===== src/rtl/unidade_busca_pkg.sv =====
// -----------------------------------------------------------------------------
// unidade_busca_pkg
// Shared definitions for the instruction fetch unit: opcode encodings, the
// position of the opcode and jump-target fields inside an instruction word,
// the fetch FSM state type and small helper functions.
// -----------------------------------------------------------------------------
package unidade_busca_pkg;

    localparam logic [5:0] OPCODE_JUMP = 6'b000101;
    localparam logic [5:0] OPCODE_BEQ  = 6'b001010;
    localparam logic [5:0] OPCODE_NOP  = 6'b001100;

    // Field positions inside a 32-bit instruction word
    localparam int OPC_MSB  = 31;
    localparam int OPC_LSB  = 26;
    localparam int ALVO_MSB = 25;
    localparam int ALVO_W   = ALVO_MSB + 1;

    typedef enum logic [1:0] {
        BUSCA  = 2'd0,
        PARADO = 2'd1,
        HALT   = 2'd2
    } estado_t;

    function automatic logic eh_jump(input logic [31:0] instr);
        return instr[OPC_MSB:OPC_LSB] == OPCODE_JUMP;
    endfunction

    // Fetch counter increment that sticks at all-ones instead of wrapping
    function automatic logic [31:0] incr_sat(input logic [31:0] v);
        return (v == 32'hFFFF_FFFF) ? v : v + 32'd1;
    endfunction

endpackage


===== src/rtl/unidade_busca_contador_programa.sv =====
// -----------------------------------------------------------------------------
// contador_programa
// Program counter register with its next-PC selection.
//   clk_i        : clock, rising edge
//   rst_i        : synchronous active-high reset, loads END_INICIAL
//   avanca_i     : a fetch completes this edge, advance PC
//   desvio_i     : redirect, load destino_i (priority over avanca_i)
//   destino_i    : redirect target
//   instrucao_i  : instruction at the current PC (decoded for jumps)
//   pc_o         : current PC, straight from the register
// -----------------------------------------------------------------------------
module contador_programa
    import unidade_busca_pkg::*;
#(
    parameter int          LARGURA_END = 32,
    parameter int unsigned END_INICIAL = 0
) (
    input  logic                   clk_i,
    input  logic                   rst_i,
    input  logic                   avanca_i,
    input  logic                   desvio_i,
    input  logic [LARGURA_END-1:0] destino_i,
    input  logic [31:0]            instrucao_i,
    output logic [LARGURA_END-1:0] pc_o
);

    localparam logic [LARGURA_END-1:0] UM   = LARGURA_END'(1);
    localparam logic [LARGURA_END-1:0] INIC = LARGURA_END'(END_INICIAL);

    logic [LARGURA_END-1:0] pc_q, pc_d;
    logic [LARGURA_END-1:0] alvo;

    // Jump target: zero-extended (or truncated for narrow PCs) Instrucao[25:0]
    always_comb begin
        alvo = '0;
        for (int i = 0; i < LARGURA_END && i < ALVO_W; i++) begin
            alvo[i] = instrucao_i[i];
        end
    end

    always_comb begin
        pc_d = pc_q;
        if (desvio_i) begin
            pc_d = destino_i;
        end else if (avanca_i) begin
            // PC+1 wraps naturally at the register width
            pc_d = eh_jump(instrucao_i) ? alvo : pc_q + UM;
        end
    end

    always_ff @(posedge clk_i) begin
        if (rst_i) begin
            pc_q <= INIC;
        end else begin
            pc_q <= pc_d;
        end
    end

    assign pc_o = pc_q;

endmodule


===== src/rtl/unidade_busca.sv =====
// -----------------------------------------------------------------------------
// unidade_busca
// Instruction fetch stage: PC, fetched-instruction register, valid flag,
// fetch counter and a BUSCA/PARADO/HALT control FSM.
//   Clock         : single clock, rising edge
//   Reset         : synchronous active-high reset
//   Instrucao     : word read combinationally from instruction memory at Endereco
//   Parada        : stall request
//   Desvio        : redirect request (taken beq), priority over stall and jump
//   DestinoDesvio : redirect target
//   Endereco      : current PC
//   InstrucaoIF   : fetched instruction handed to decode
//   Valido        : InstrucaoIF holds a live instruction
//   Halted        : fetch stopped on a jump-to-self
//   ContadorBusca : saturating count of valid fetches
// Optional feature: define UNIDADE_BUSCA_HALT_DETECT_EN to stop fetching on a
// jump whose target is its own address. Without it Halted is tied low.
// -----------------------------------------------------------------------------
module unidade_busca
    import unidade_busca_pkg::*;
#(
    parameter int          LARGURA_END = 32,
    parameter int unsigned END_INICIAL = 0
) (
    input  logic                   Clock,
    input  logic                   Reset,
    input  logic [31:0]            Instrucao,
    input  logic                   Parada,
    input  logic                   Desvio,
    input  logic [LARGURA_END-1:0] DestinoDesvio,
    output logic [LARGURA_END-1:0] Endereco,
    output logic [31:0]            InstrucaoIF,
    output logic                   Valido,
    output logic                   Halted,
    output logic [31:0]            ContadorBusca
);

    estado_t     estado_q, estado_d;
    logic [31:0] instr_q, instr_d;
    logic        valido_q, valido_d;
    logic [31:0] cont_q, cont_d;
    logic        avanca;
    logic        desvio_pc;

    contador_programa #(
        .LARGURA_END (LARGURA_END),
        .END_INICIAL (END_INICIAL)
    ) u_pc (
        .clk_i       (Clock),
        .rst_i       (Reset),
        .avanca_i    (avanca),
        .desvio_i    (desvio_pc),
        .destino_i   (DestinoDesvio),
        .instrucao_i (Instrucao),
        .pc_o        (Endereco)
    );

`ifdef UNIDADE_BUSCA_HALT_DETECT_EN
    logic                   halted_q, halted_d;
    logic [LARGURA_END-1:0] alvo_self;
    logic                   salto_proprio;

    always_comb begin
        alvo_self = '0;
        for (int i = 0; i < LARGURA_END && i < ALVO_W; i++) begin
            alvo_self[i] = Instrucao[i];
        end
    end

    assign salto_proprio = eh_jump(Instrucao) && (alvo_self == Endereco);
`endif

    always_comb begin
        estado_d  = estado_q;
        instr_d   = instr_q;
        valido_d  = valido_q;
        cont_d    = cont_q;
        avanca    = 1'b0;
        desvio_pc = 1'b0;
`ifdef UNIDADE_BUSCA_HALT_DETECT_EN
        halted_d  = halted_q;
`endif
        unique case (estado_q)
            BUSCA: begin
                if (Desvio) begin
                    desvio_pc = 1'b1;
                    valido_d  = 1'b0;
                end else if (Parada) begin
                    estado_d = PARADO;
                end else begin
                    avanca   = 1'b1;
                    instr_d  = Instrucao;
                    valido_d = 1'b1;
                    cont_d   = incr_sat(cont_q);
`ifdef UNIDADE_BUSCA_HALT_DETECT_EN
                    // The self-jump is still delivered to decode once; PC
                    // reloads itself and stays there.
                    if (salto_proprio) begin
                        estado_d = HALT;
                        halted_d = 1'b1;
                    end
`endif
                end
            end
            PARADO: begin
                // Release only changes state; PC was held so the pending
                // fetch happens on the next edge and nothing is skipped.
                if (Desvio) begin
                    desvio_pc = 1'b1;
                    valido_d  = 1'b0;
                    estado_d  = BUSCA;
                end else if (!Parada) begin
                    estado_d = BUSCA;
                end
            end
            HALT: begin
                valido_d = 1'b0;
            end
            default: begin
                estado_d = BUSCA;
                valido_d = 1'b0;
            end
        endcase
    end

    always_ff @(posedge Clock) begin
        if (Reset) begin
            estado_q <= BUSCA;
            instr_q  <= '0;
            valido_q <= 1'b0;
            cont_q   <= '0;
`ifdef UNIDADE_BUSCA_HALT_DETECT_EN
            halted_q <= 1'b0;
`endif
        end else begin
            estado_q <= estado_d;
            instr_q  <= instr_d;
            valido_q <= valido_d;
            cont_q   <= cont_d;
`ifdef UNIDADE_BUSCA_HALT_DETECT_EN
            halted_q <= halted_d;
`endif
        end
    end

    assign InstrucaoIF   = instr_q;
    assign Valido        = valido_q;
    assign ContadorBusca = cont_q;
`ifdef UNIDADE_BUSCA_HALT_DETECT_EN
    assign Halted        = halted_q;
`else
    assign Halted        = 1'b0;
`endif

endmodule


===== config.mk =====
export PLATFORM = sky130hd
export DESIGN_NAME = unidade_busca
export DESIGN_NICKNAME = d
export VERILOG_FILES = /design/src/rtl/unidade_busca_pkg.sv /design/src/rtl/unidade_busca_contador_programa.sv /design/src/rtl/unidade_busca.sv
export SDC_FILE = /design/constraint.sdc
export NUM_CORES = 1
export LEC_CHECK = 0
export CAP_MARGIN = 40
export CORE_ASPECT_RATIO = 1.5
export CORE_MARGIN = 2
export CORE_UTILIZATION = 51
export CTS_CLUSTER_SIZE = 8
export DETAILED_ROUTE_END_ITERATION = 10
export PLACE_DENSITY = 0.87
export SLEW_MARGIN = 20
export SYNTH_ARGS = -nofsm -noshare
export SYNTH_HDL_FRONTEND = slang
export SYNTH_HIERARCHICAL = 1
export SYNTH_SLANG_ARGS = --single-unit

===== constraint.sdc =====
create_clock -name Clock -period 5.7 [get_ports Clock]
set_input_delay 0.855 -clock Clock [delete_from_list [all_inputs] [get_ports Clock]]
set_output_delay 0.855 -clock Clock [all_outputs]
set_load 0.005 [all_outputs]

==> reports/qor.csv, run 1 <==
stage,metric,value,unit
outcome,status,"complete, no violations",
setup_path,criticalPathCategory,input pin to register,
grt,grt_max_degree,73,
cells_and_area,final_common_cell,clkdlybuf4s50_1,
cells_and_area,syn_to_final_growth,37.8,%
pwr,combPwrFrac,13.5,%
cells_and_area,nNetsFinal,872,
setup_path,cp_top_family,buffers and inverters,
synth,postSynthAreaPerCell,7.87,sq um
clock_network,path_clk_slew,0.06,ns
cells_and_area,final_cell_mix,"clkdlybuf4s50_1 (162), dfxtp_1 (98), nand2_1 (92)",
pwr,swShare,23.5,%
pwr,pwr-share-clk,41.3,%
grt,antenna_found_initial,0,
sta,setup_viol,0,
setup_path,r2r_start,estado_q[0],
synth,yosys_warnings,6,
sta,fmax,280,MHz
synth,synth_fp_nets,735,
setup_path,arrival,3.76,ns
min_path,hp-start,InstrucaoIF[12],
sta,fin_crit,3.57,ns
setup_path,cp_cell_sequence,clkdlybuf4s50_1 > or3_4 > inv_2 > buf_4 > inv_1 > or4_1 > o311ai_0 > a31oi_1,
setup_path,critPathLaunchType,input pin,
placed_design,dp_hpwl,11900,microns
placed_design,io_buffers,164,
synth,synth_area,5240,sq um
cells_and_area,drive_gt1_share,6.71,%
synth,synth_edf_count,0,
setup_path,slowest_stage,or4_1,
synth,yosysSeqAreaShare,37.5,%
sta,hold_viol,0,
floorplan,ios,166,
route,detail_route.iter0.violations,422,
pwr,power_leakage,2.45,nW
clock_network,cts_resized,0,
synth,ys.flop_type,dfxtp_1,
grt,grt_pass1_wl,25600,microns
sta,rsz0062_at_grt,no,
synth,synthArstFlopShare,0,%
pwr,cellPowerDensity,228,nW/um^2
clock_network,cts_made_buffers,9,
setup_path,critPathCaptureType,register,
clock_network,postCtsHoldBufs,0,
route,wl,16600,microns
route,first_pass_iters,5,
floorplan,fp.dieArea,11100,sq um
floorplan,initial_utilization,52.0,%
sta,slew_viol_final,0,
cells_and_area,fin_util,71.6,%
sta,skew,0.00586,ns
synth,synth.distinct_cells,62,
route,vias_per_cell,6.27,
floorplan,die_h,128,microns
clock_network,cts_tree,built,
run,drv_cap,0,
min_path,hold_class,register to register,
setup_path,r2r_setup_slack,2.72,ns
route,wl_per_cell,18.0,microns
setup_path,crit_required,5.90,ns
clock_network,clock_path_buffers,2,
placed_design,gp_congestion,0.897,
synth,synth-seq-cells,98,
sta,worstMarginPinSlew,0.810,ns
route,ant_nets,0,
clock_network,root_buffer,clkbuf_16,
floorplan,row_count,45,
grt,grt.overflow.total,0,
clock_network,htreeDepth,3,
cells_and_area,insertedDiodeCount,0,
pwr,switching_power,0.000387,W
pwr,max-vdd-ir-drop,0.175,mV
sta,min_period_over_period,62.6,%
setup_path,critPathBufInv,4,
sta,max_slew_margin,45.5,%
pwr,internal_power,0.00126,W
floorplan,die_w,86.7,microns
setup_path,crit_start,Parada,
route,route.detailed.drc,0,
synth,synthCells,665,
route,via_count,5784,
grt,grt_usage,29.0,%
grt,grt_pass1_vias,5365,
clock_network,insertion_delay,0.35,ns
sta,tns,0,ns
cells_and_area,fill_cells,794,
clock_network,clock_sinks,98,
floorplan,core_area,10100,sq um
setup_path,crit_fanout,72,
clock_network,post_cts_buffers,0,
pwr,seq_power_share,45.2,%
setup_path,max_stage_delay,0.57,ns
==> synth_stat cells, drive strengths merged, types with 5 or more instances <==
master	number	area share, %
dfxtp	98	37
nand2	92	6.6
a21oi	88	8.4
nor2	40	2.9
clkbuf	34	2.4
o21ai	31	3.0
nor3	27	3.5
nand3	25	2.4
inv	24	1.7
or3	21	2.7
o31ai	15	2.2
xnor2	15	2.5
nand4	14	2.3
and3	13	1.6
or4	12	1.8
buf	10	1.3
a211oi	9	1.7
nor4	9	1.6
and4	7	1.2
mux2	7	1.5
a311oi	6	1.0
and2	5	0.60
o31a	5	0.84
xor2	5	0.84
==> power groups by stage <==
stage           logic, W  clock network (W)  registers [W]
2_1_floorplan  0.0000929                  0       0.000753
3_3_place_gp    0.000213                  0       0.000757
3_5_place_dp    0.000220                  0       0.000758
4_1_cts         0.000222           0.000688       0.000743
5_1_grt         0.000240           0.000710       0.000747
6_report        0.000223           0.000681       0.000744
==> per-layer routing <==
layer  routed length [microns]  global-route usage, %
met3                      1290                   4.12
met4                       704                   17.6
met2                      8380                   49.0
met1                      6200                   34.3
met5                         0                      0
==> worst paths after layout <==
kind	to	depth (start not counted)
worst max-delay path	u_pc/pc_o[16]	8
worst min-delay path	InstrucaoIF[12]	2
worst max register to register	u_pc/pc_o[16]	7
worst min register to register	InstrucaoIF[12]	2
==> worst min-delay path, stage by stage (launching register included) <==
cell	delay [ns]
dfxtp_1	0.31
nand2_1	0.05
a21oi_1	0.05
==> kinds of logic after synthesis <==
logic type,after synthesis,synth area share [%]
flip-flops,98,37.5
buffers and inverters,69,5.54
AO/OA/AOI/OAI,184,21.8
XOR/XNOR,20,3.35
adder cells (fa/ha/maj),2,0.478
other,1,0.0716
AND/OR/NAND/NOR,282,29.4
multiplexers,9,1.89
==> flip-flops by register name, indices dropped and copies added, names as in the netlist <==
register / flops
ContadorBusca: 32
Valido: 1
estado_q: 1
u_pc/pc_o: 32
InstrucaoIF: 32
==> metrics by stage <==
step	setup WS (ns)	instances	hold WS [ns]	total power, W	area (sq um)
2_1_floorplan	2.76	665	0.453	0.000846	5240
3_3_place_gp	1.92	906	0.442	0.000970	6860
3_5_place_dp	1.85	908	0.450	0.000978	6890
4_1_cts	2.19	922	0.459	0.00165	7210
5_1_grt	1.92	922	0.491	0.00170	7210
6_report	2.13	922	0.454	0.00165	7210
==> cell type report <==
cell class                 instances  area, sq um  area share [%]
sequential                        98         1960            27.2
clock inverter                     3         90.1            1.25
inverter                          25         93.8            1.30
multi-input combinational        498         2990            41.4
tap                              117          146            2.03
clock buffer                      11          233            3.23
timing repair buffer             170         1700            23.6
(Power assumes the default switching activity.)
==> run 2, diff against run 1 <==
--- a/config.mk
+++ b/config.mk
@@ -8,10 +8,10 @@
 export CAP_MARGIN = 40
 export CORE_ASPECT_RATIO = 1.5
 export CORE_MARGIN = 2
-export CORE_UTILIZATION = 51
+export CORE_UTILIZATION = 47
 export CTS_CLUSTER_SIZE = 8
 export DETAILED_ROUTE_END_ITERATION = 10
-export PLACE_DENSITY = 0.87
+export PLACE_DENSITY = 0.81
 export SLEW_MARGIN = 20
 export SYNTH_ARGS = -nofsm -noshare
 export SYNTH_HDL_FRONTEND = slang
==> constraint.sdc (replaced) <==
create_clock -name Clock -period 3.3 [get_ports Clock]
set_input_delay 0.495 -clock Clock [delete_from_list [all_inputs] [get_ports Clock]]
set_output_delay 0.495 -clock Clock [all_outputs]
set_load 0.005 [all_outputs]
==> reports/qor.csv, run 2 (synthesis results as in run 1) <==
stage,metric,value,unit,change
sta,max_slew_margin,47.2,%,+1.7 points
floorplan,ios,166,,unchanged
cells_and_area,final_cell_mix,"clkdlybuf4s50_1 (162), dfxtp_1 (98), nand2_1 (92)",,
cells_and_area,layout.cells.non_filler,956,,+3.7%
pwr,swShare,24.6,%,+1.1 points
min_path,hold_end,InstrucaoIF[17],,
route,ant_nets,0,,unchanged
cells_and_area,fill_cells,954,,+20%
setup_path,criticalPathCategory,input pin to register,,
sta,setup_viol,0,,unchanged
route,first_pass_iters,5,,unchanged
clock_network,clock_path_buffers,2,,unchanged
setup_path,crit_fanout,42,,-42%
route,via_count,5635,,-2.6%
sta,fmax,391,MHz,
clock_network,post_cts_buffers,0,,unchanged
clock_network,root_buffer,clkbuf_16,,
route,wl,16500,microns,-0.19%
grt,antenna_found_initial,0,,unchanged
min_path,hp-start,InstrucaoIF[17],,
floorplan,fp.dieArea,12000,sq um,+8.2%
route,wl_per_cell,17.3,microns,-3.7%
cells_and_area,syn_to_final_growth,38.3,%,
clock_network,cts_tree,built,,
setup_path,timing.rr.end,u_pc/pc_o[16],,
floorplan,row_count,47,,+4.4%
setup_path,r2r_setup_slack,0.86,ns,-1.86 ns
sta,hold_viol,0,,unchanged
cells_and_area,insertedDiodeCount,0,,unchanged
pwr,power_leakage,2.45,nW,about the same
sta,tns,0,ns,unchanged
setup_path,ff2ff_path_depth,6,,-1
cells_and_area,nNetsFinal,874,,+0.23%
clock_network,htreeDepth,3,,unchanged
min_path,hold_class,register to register,,
cells_and_area,final_common_cell,clkdlybuf4s50_1,,
placed_design,dp_hpwl,12100,microns,+1.4%
route,vias_per_cell,5.89,,-6.0%
setup_path,critPathCaptureType,register,,
pwr,seq_power_share,45.9,%,+0.7 points
placed_design,gp_congestion,0.918,,+2.4%
clock_network,postCtsHoldBufs,0,,unchanged
sta,slew_viol_final,0,,unchanged
clock_network,cts_resized,0,,unchanged
sta,fin_crit,2.56,ns,
pwr,power,0.00280,W,+70%
sta,min_period_over_period,77.4,%,
placed_design,dpl.cell_count,940,,+3.5%
pwr,combPwrFrac,13.7,%,+0.2 points
setup_path,crit_required,3.50,ns,-2.40 ns
pwr,max-vdd-ir-drop,0.259,mV,+48%
grt,grt_pass1_wl,26100,microns,+1.8%
floorplan,die_h,133,microns,+4.0%
clock_network,cts_made_buffers,9,,unchanged
pwr,pwr-share-clk,40.4,%,-0.9 points
grt,grt_max_degree,65,,-11%
floorplan,initial_utilization,47.9,%,-4.1 points
pwr,cellPowerDensity,387,nW/um^2,+69%
pwr,internal_power,0.00211,W,+67%
sta,skew,0.00896,ns,+0.00310 ns
floorplan,core_area,10900,sq um,+8.5%
clock_network,insertion_delay,0.35,ns,about the same
clock_network,clock_sinks,98,,unchanged
outcome,status,"complete, no violations",,
grt,grt_usage,26.6,%,-2.4 points
route,detail_route.iter0.violations,350,,-17%
placed_design,io_buffers,164,,unchanged
clock_network,path_clk_slew,0.06,ns,about the same
run,drv_cap,0,,unchanged
setup_path,critPathLaunchType,input pin,,
cells_and_area,drive_gt1_share,7.29,%,+0.58 points
grt,grt_pass1_vias,5310,,-1.0%
setup_path,r2r_start,u_pc/pc_o[0],,
pwr,switching_power,0.000690,W,+78%
sta,timing.hold.ws,0.454,ns,-0.000187 ns
sta,worstMarginPinSlew,0.792,ns,-0.0175 ns
sta,rsz0062_at_grt,no,,
floorplan,die_w,90.2,microns,+4.0%
grt,grt.overflow.total,0,,unchanged
min_path,min_path_cells,2,,unchanged
route,route.detailed.drc,0,,unchanged
setup_path,arrival,2.75,ns,-1.01 ns
run 2: per-stage QoR:
stage               utilization [%]  cell area, sq um  setup WS, ns
finish                         66.2              7240         0.744
global route                   66.2              7240         0.514
CTS                            66.2              7240         0.775
detailed placement             63.3              6920         0.424
global placement               63.3              6920         0.503
floorplan                         -              5240         0.723
run 2: worst max path at each step:
stage,cells after the start,startpoint,end
after floorplan,10,Desvio,u_pc/pc_o[25]
after global placement,6,Instrucao[29],u_pc/pc_o[3]
after CTS,6,Parada,ContadorBusca[26]
after detailed placement,8,Parada,u_pc/pc_o[12]
final,7,Parada,u_pc/pc_o[16]
after global routing,8,Parada,u_pc/pc_o[12]
run 2: cell type report:
class | instances | area (sq um) | area share, %
Multi-Input combinational cell | 498 | 2990 | 41.3
Sequential cell | 98 | 1960 | 27.1
Timing Repair Buffer | 172 | 1690 | 23.4
Clock buffer | 10 | 229 | 3.16
Tap cell | 147 | 184 | 2.54
Inverter | 25 | 93.8 | 1.30
Clock inverter | 6 | 90.1 | 1.24
run 2: layer usage:
| layer | routed length [microns] | GRT usage, % | up-vias |
|---|---|---|---|
| met5 | 0 | 0 | - |
| met4 | 579 | 12.9 | 0 |
| met3 | 1210 | 4.41 | 42 |
| met2 | 8470 | 47.5 | 270 |
| met1 | 6280 | 30.7 | 2637 |
| li1 | - | - | 2686 |
run 2: power groups by stage:
stage          combinational, W  sequential (W)  clock [W]
2_1_floorplan          0.000160         0.00130          0
3_3_place_gp           0.000372         0.00131          0
3_5_place_dp           0.000379         0.00131          0
4_1_cts                0.000382         0.00128    0.00114
5_1_grt                0.000414         0.00129    0.00118
6_report               0.000385         0.00128    0.00113
run 2: critical path: stages:
cell and delay [ns]:
clkdlybuf4s50_1 0.46, or3_4 0.56, inv_2 0.20, inv_1 0.28, or4_1 0.56, o311ai_0 0.11, a31oi_1 0.08
==> run 3, diff against run 2 <==
==> constraint.sdc (replaced) <==
create_clock -name Clock -period 2.7 [get_ports Clock]
set_input_delay 0.405 -clock Clock [delete_from_list [all_inputs] [get_ports Clock]]
set_output_delay 0.405 -clock Clock [all_outputs]
set_load 0.005 [all_outputs]
==> reports/qor.csv, run 3 (synthesis results as in run 1) <==
stage,metric,value,unit,change
route,wl_per_cell,17.5,microns,+0.99%
cells_and_area,final_cell_mix,"clkdlybuf4s50_1 (162), dfxtp_1 (98), nand2_1 (92)",,
grt,use_met1,31.6,%,+0.83 points
grt,grt_use_met3,5.37,%,+0.96 points
route,detail_route.iter0.violations,387,,+11%
floorplan,initial_utilization,47.9,%,unchanged
clock_network,htreeDepth,3,,unchanged
cells_and_area,syn_to_final_growth,39.2,%,
cells_and_area,fin_area,7290,sq um,+0.67%
min_path,hp-start,InstrucaoIF[24],,
floorplan,row_count,47,,unchanged
setup_path,criticalPathCategory,register to register,,
sta,hold_viol,0,,unchanged
floorplan,fp.dieArea,12000,sq um,unchanged
setup_path,crit_fanout,8,,-81%
clock_network,postCtsHoldBufs,0,,unchanged
sta,tns,0,ns,unchanged
floorplan,die_w,90.2,microns,unchanged
sta,max_slew_margin,45.5,%,-1.7 points
grt,grt_pass1_wl,26700,microns,+2.3%
cells_and_area,drive_gt1_share,8.20,%,+0.91 points
sta,worstMarginPinSlew,0.818,ns,+0.0255 ns
sta,timing.hold.ws,0.456,ns,+0.00168 ns
placed_design,dp_slack,0.109,ns,-0.316 ns
min_path,hold_class,register to register,,
floorplan,core_area,10900,sq um,unchanged
clock_network,path_clk_slew,0.06,ns,about the same
grt,grt.overflow.total,0,,unchanged
route,wl,16800,microns,+1.8%
clock_network,clock_sinks,98,,unchanged
clock_network,clock_path_buffers,2,,unchanged
setup_path,critPathLaunchType,register,,
sta,setup_viol,0,,unchanged
placed_design,dp_hpwl,12200,microns,+1.2%
clock_network,insertion_delay,0.34,ns,about the same
floorplan,die_h,133,microns,unchanged
clock_network,cts_resized,0,,unchanged
sta,slew_viol_final,0,,unchanged
placed_design,io_buffers,164,,unchanged
setup_path,max_stage_delay,0.70,ns,+0.14 ns
clock_network,cts_made_buffers,9,,unchanged
clock_network,root_buffer,clkbuf_16,,
placed_design,placed_area,7010,sq um,+1.2%
placed_design,gp_congestion,0.936,,+1.9%
setup_path,r2r_start,u_pc/pc_o[0],,
run,drv_cap,0,,unchanged
setup_path,crit_required,2.90,ns,-0.60 ns
setup_path,cp_top_family,simple AND/OR/NAND/NOR gates,,
cells_and_area,nNetsFinal,882,,+0.92%
route,vias_per_cell,5.96,,+1.1%
grt,grt_busiest_layer,met2,,
pwr,power_leakage,2.48,nW,+1.4%
setup_path,critPathCaptureType,register,,
setup_path,slowest_stage,or4_1,,
route,first_pass_iters,5,,unchanged
grt,grt_usage,27.1,%,+0.55 points
outcome,status,"complete, no violations",,
cells_and_area,final_common_cell,clkdlybuf4s50_1,,
route,route.detailed.drc,0,,unchanged
floorplan,ios,166,,unchanged
pwr,cellPowerDensity,449,nW/um^2,+16%
setup_path,cp_cell_sequence,ha_1 > nand3_1 > or4_1 > or3_1 > mux2i_1 > a31oi_1,,
route,via_count,5742,,+1.9%
grt,antenna_found_initial,1,,+1
grt,met2_usage,48.0,%,+0.54 points
grt,grt_pass1_vias,5563,,+4.8%
setup_path,crit_start,u_pc/pc_o[0],,
sta,rsz0062_at_grt,no,,
sta,skew,0.00633,ns,-0.00263 ns
pwr,max-vdd-ir-drop,0.302,mV,+17%
clock_network,post_cts_buffers,0,,unchanged
sta,setup_ws,0.279,ns,-0.465 ns
route,ant_nets,0,,unchanged
grt,grt_max_degree,77,,+18%
cells_and_area,insertedDiodeCount,0,,unchanged
sta,fin_crit,2.42,ns,
sta,min_period_over_period,89.7,%,
clock_network,cts_tree,built,,
sta,fmax,413,MHz,
setup_path,critPathBufInv,0,,-3
cells_and_area,fill_cells,948,,-0.63%
setup_path,arrival,2.62,ns,-0.13 ns
==> run 3: changes by cell type in the layout (fill, tap and decap cells not counted), sizes merged <==
cell and delta:
buf +8, bufinv -2, clkbuf +2, clkinv +1
inv -1
==> run 3: worst register-to-register path, delay by kind of cell, from the launching register on <==
| kind | cells | cell delay [ns] |
|---|---|---|
| adder cells (fa/ha/maj) | 1 | 0.26 |
| flip-flops | 1 | 0.45 |
| AO/OA/AOI/OAI | 1 | 0.10 |
| AND/OR/NAND/NOR | 3 | 1.29 |
| multiplexers | 1 | 0.18 |
==> run 3: area by class of cell <==
class	instances	area, sq um	area share, %
clock buffers	12	256	3.52
flip-flops and latches	98	1960	26.9
repair buffers	180	1780	24.4
clock inverters	4	26.3	0.360
inverters	25	93.8	1.29
well taps	147	184	2.52
multi-input cells	498	2990	41.0
==> run 3: power by group <==
part	switching (W)	leakage, nW	internal, W
sequential	0.0000657	0.800	0.00150
combinational	0.000214	1.55	0.000267
clock	0.000549	0.139	0.000674
==> run 3: worst paths after layout <==
path	end	slack (ns)	cells after the start
max	u_pc/pc_o[16]	0.28	6
min	InstrucaoIF[24]	0.46	2
max reg2reg	u_pc/pc_o[16]	0.28	6
min reg2reg	InstrucaoIF[24]	0.46	2
==> run 3: layer usage <==
layer | up-vias | part of all wire, %
met4 | 2 | 3.1
met2 | 291 | 51
met1 | 2691 | 38
met5 | - | 0.077
met3 | 43 | 7.8
li1 | 2715 | -
==> run 3: through the flow <==
step | std cells | power [W] | util, %
final | 964 | 0.00327 | 66.7
after global routing | 964 | 0.00338 | 66.7
after CTS | 964 | 0.00328 | 66.7
after detailed placement | 948 | 0.00207 | 64.1
after global placement | 948 | 0.00206 | 64.1
after floorplan | 665 | 0.00179 | -
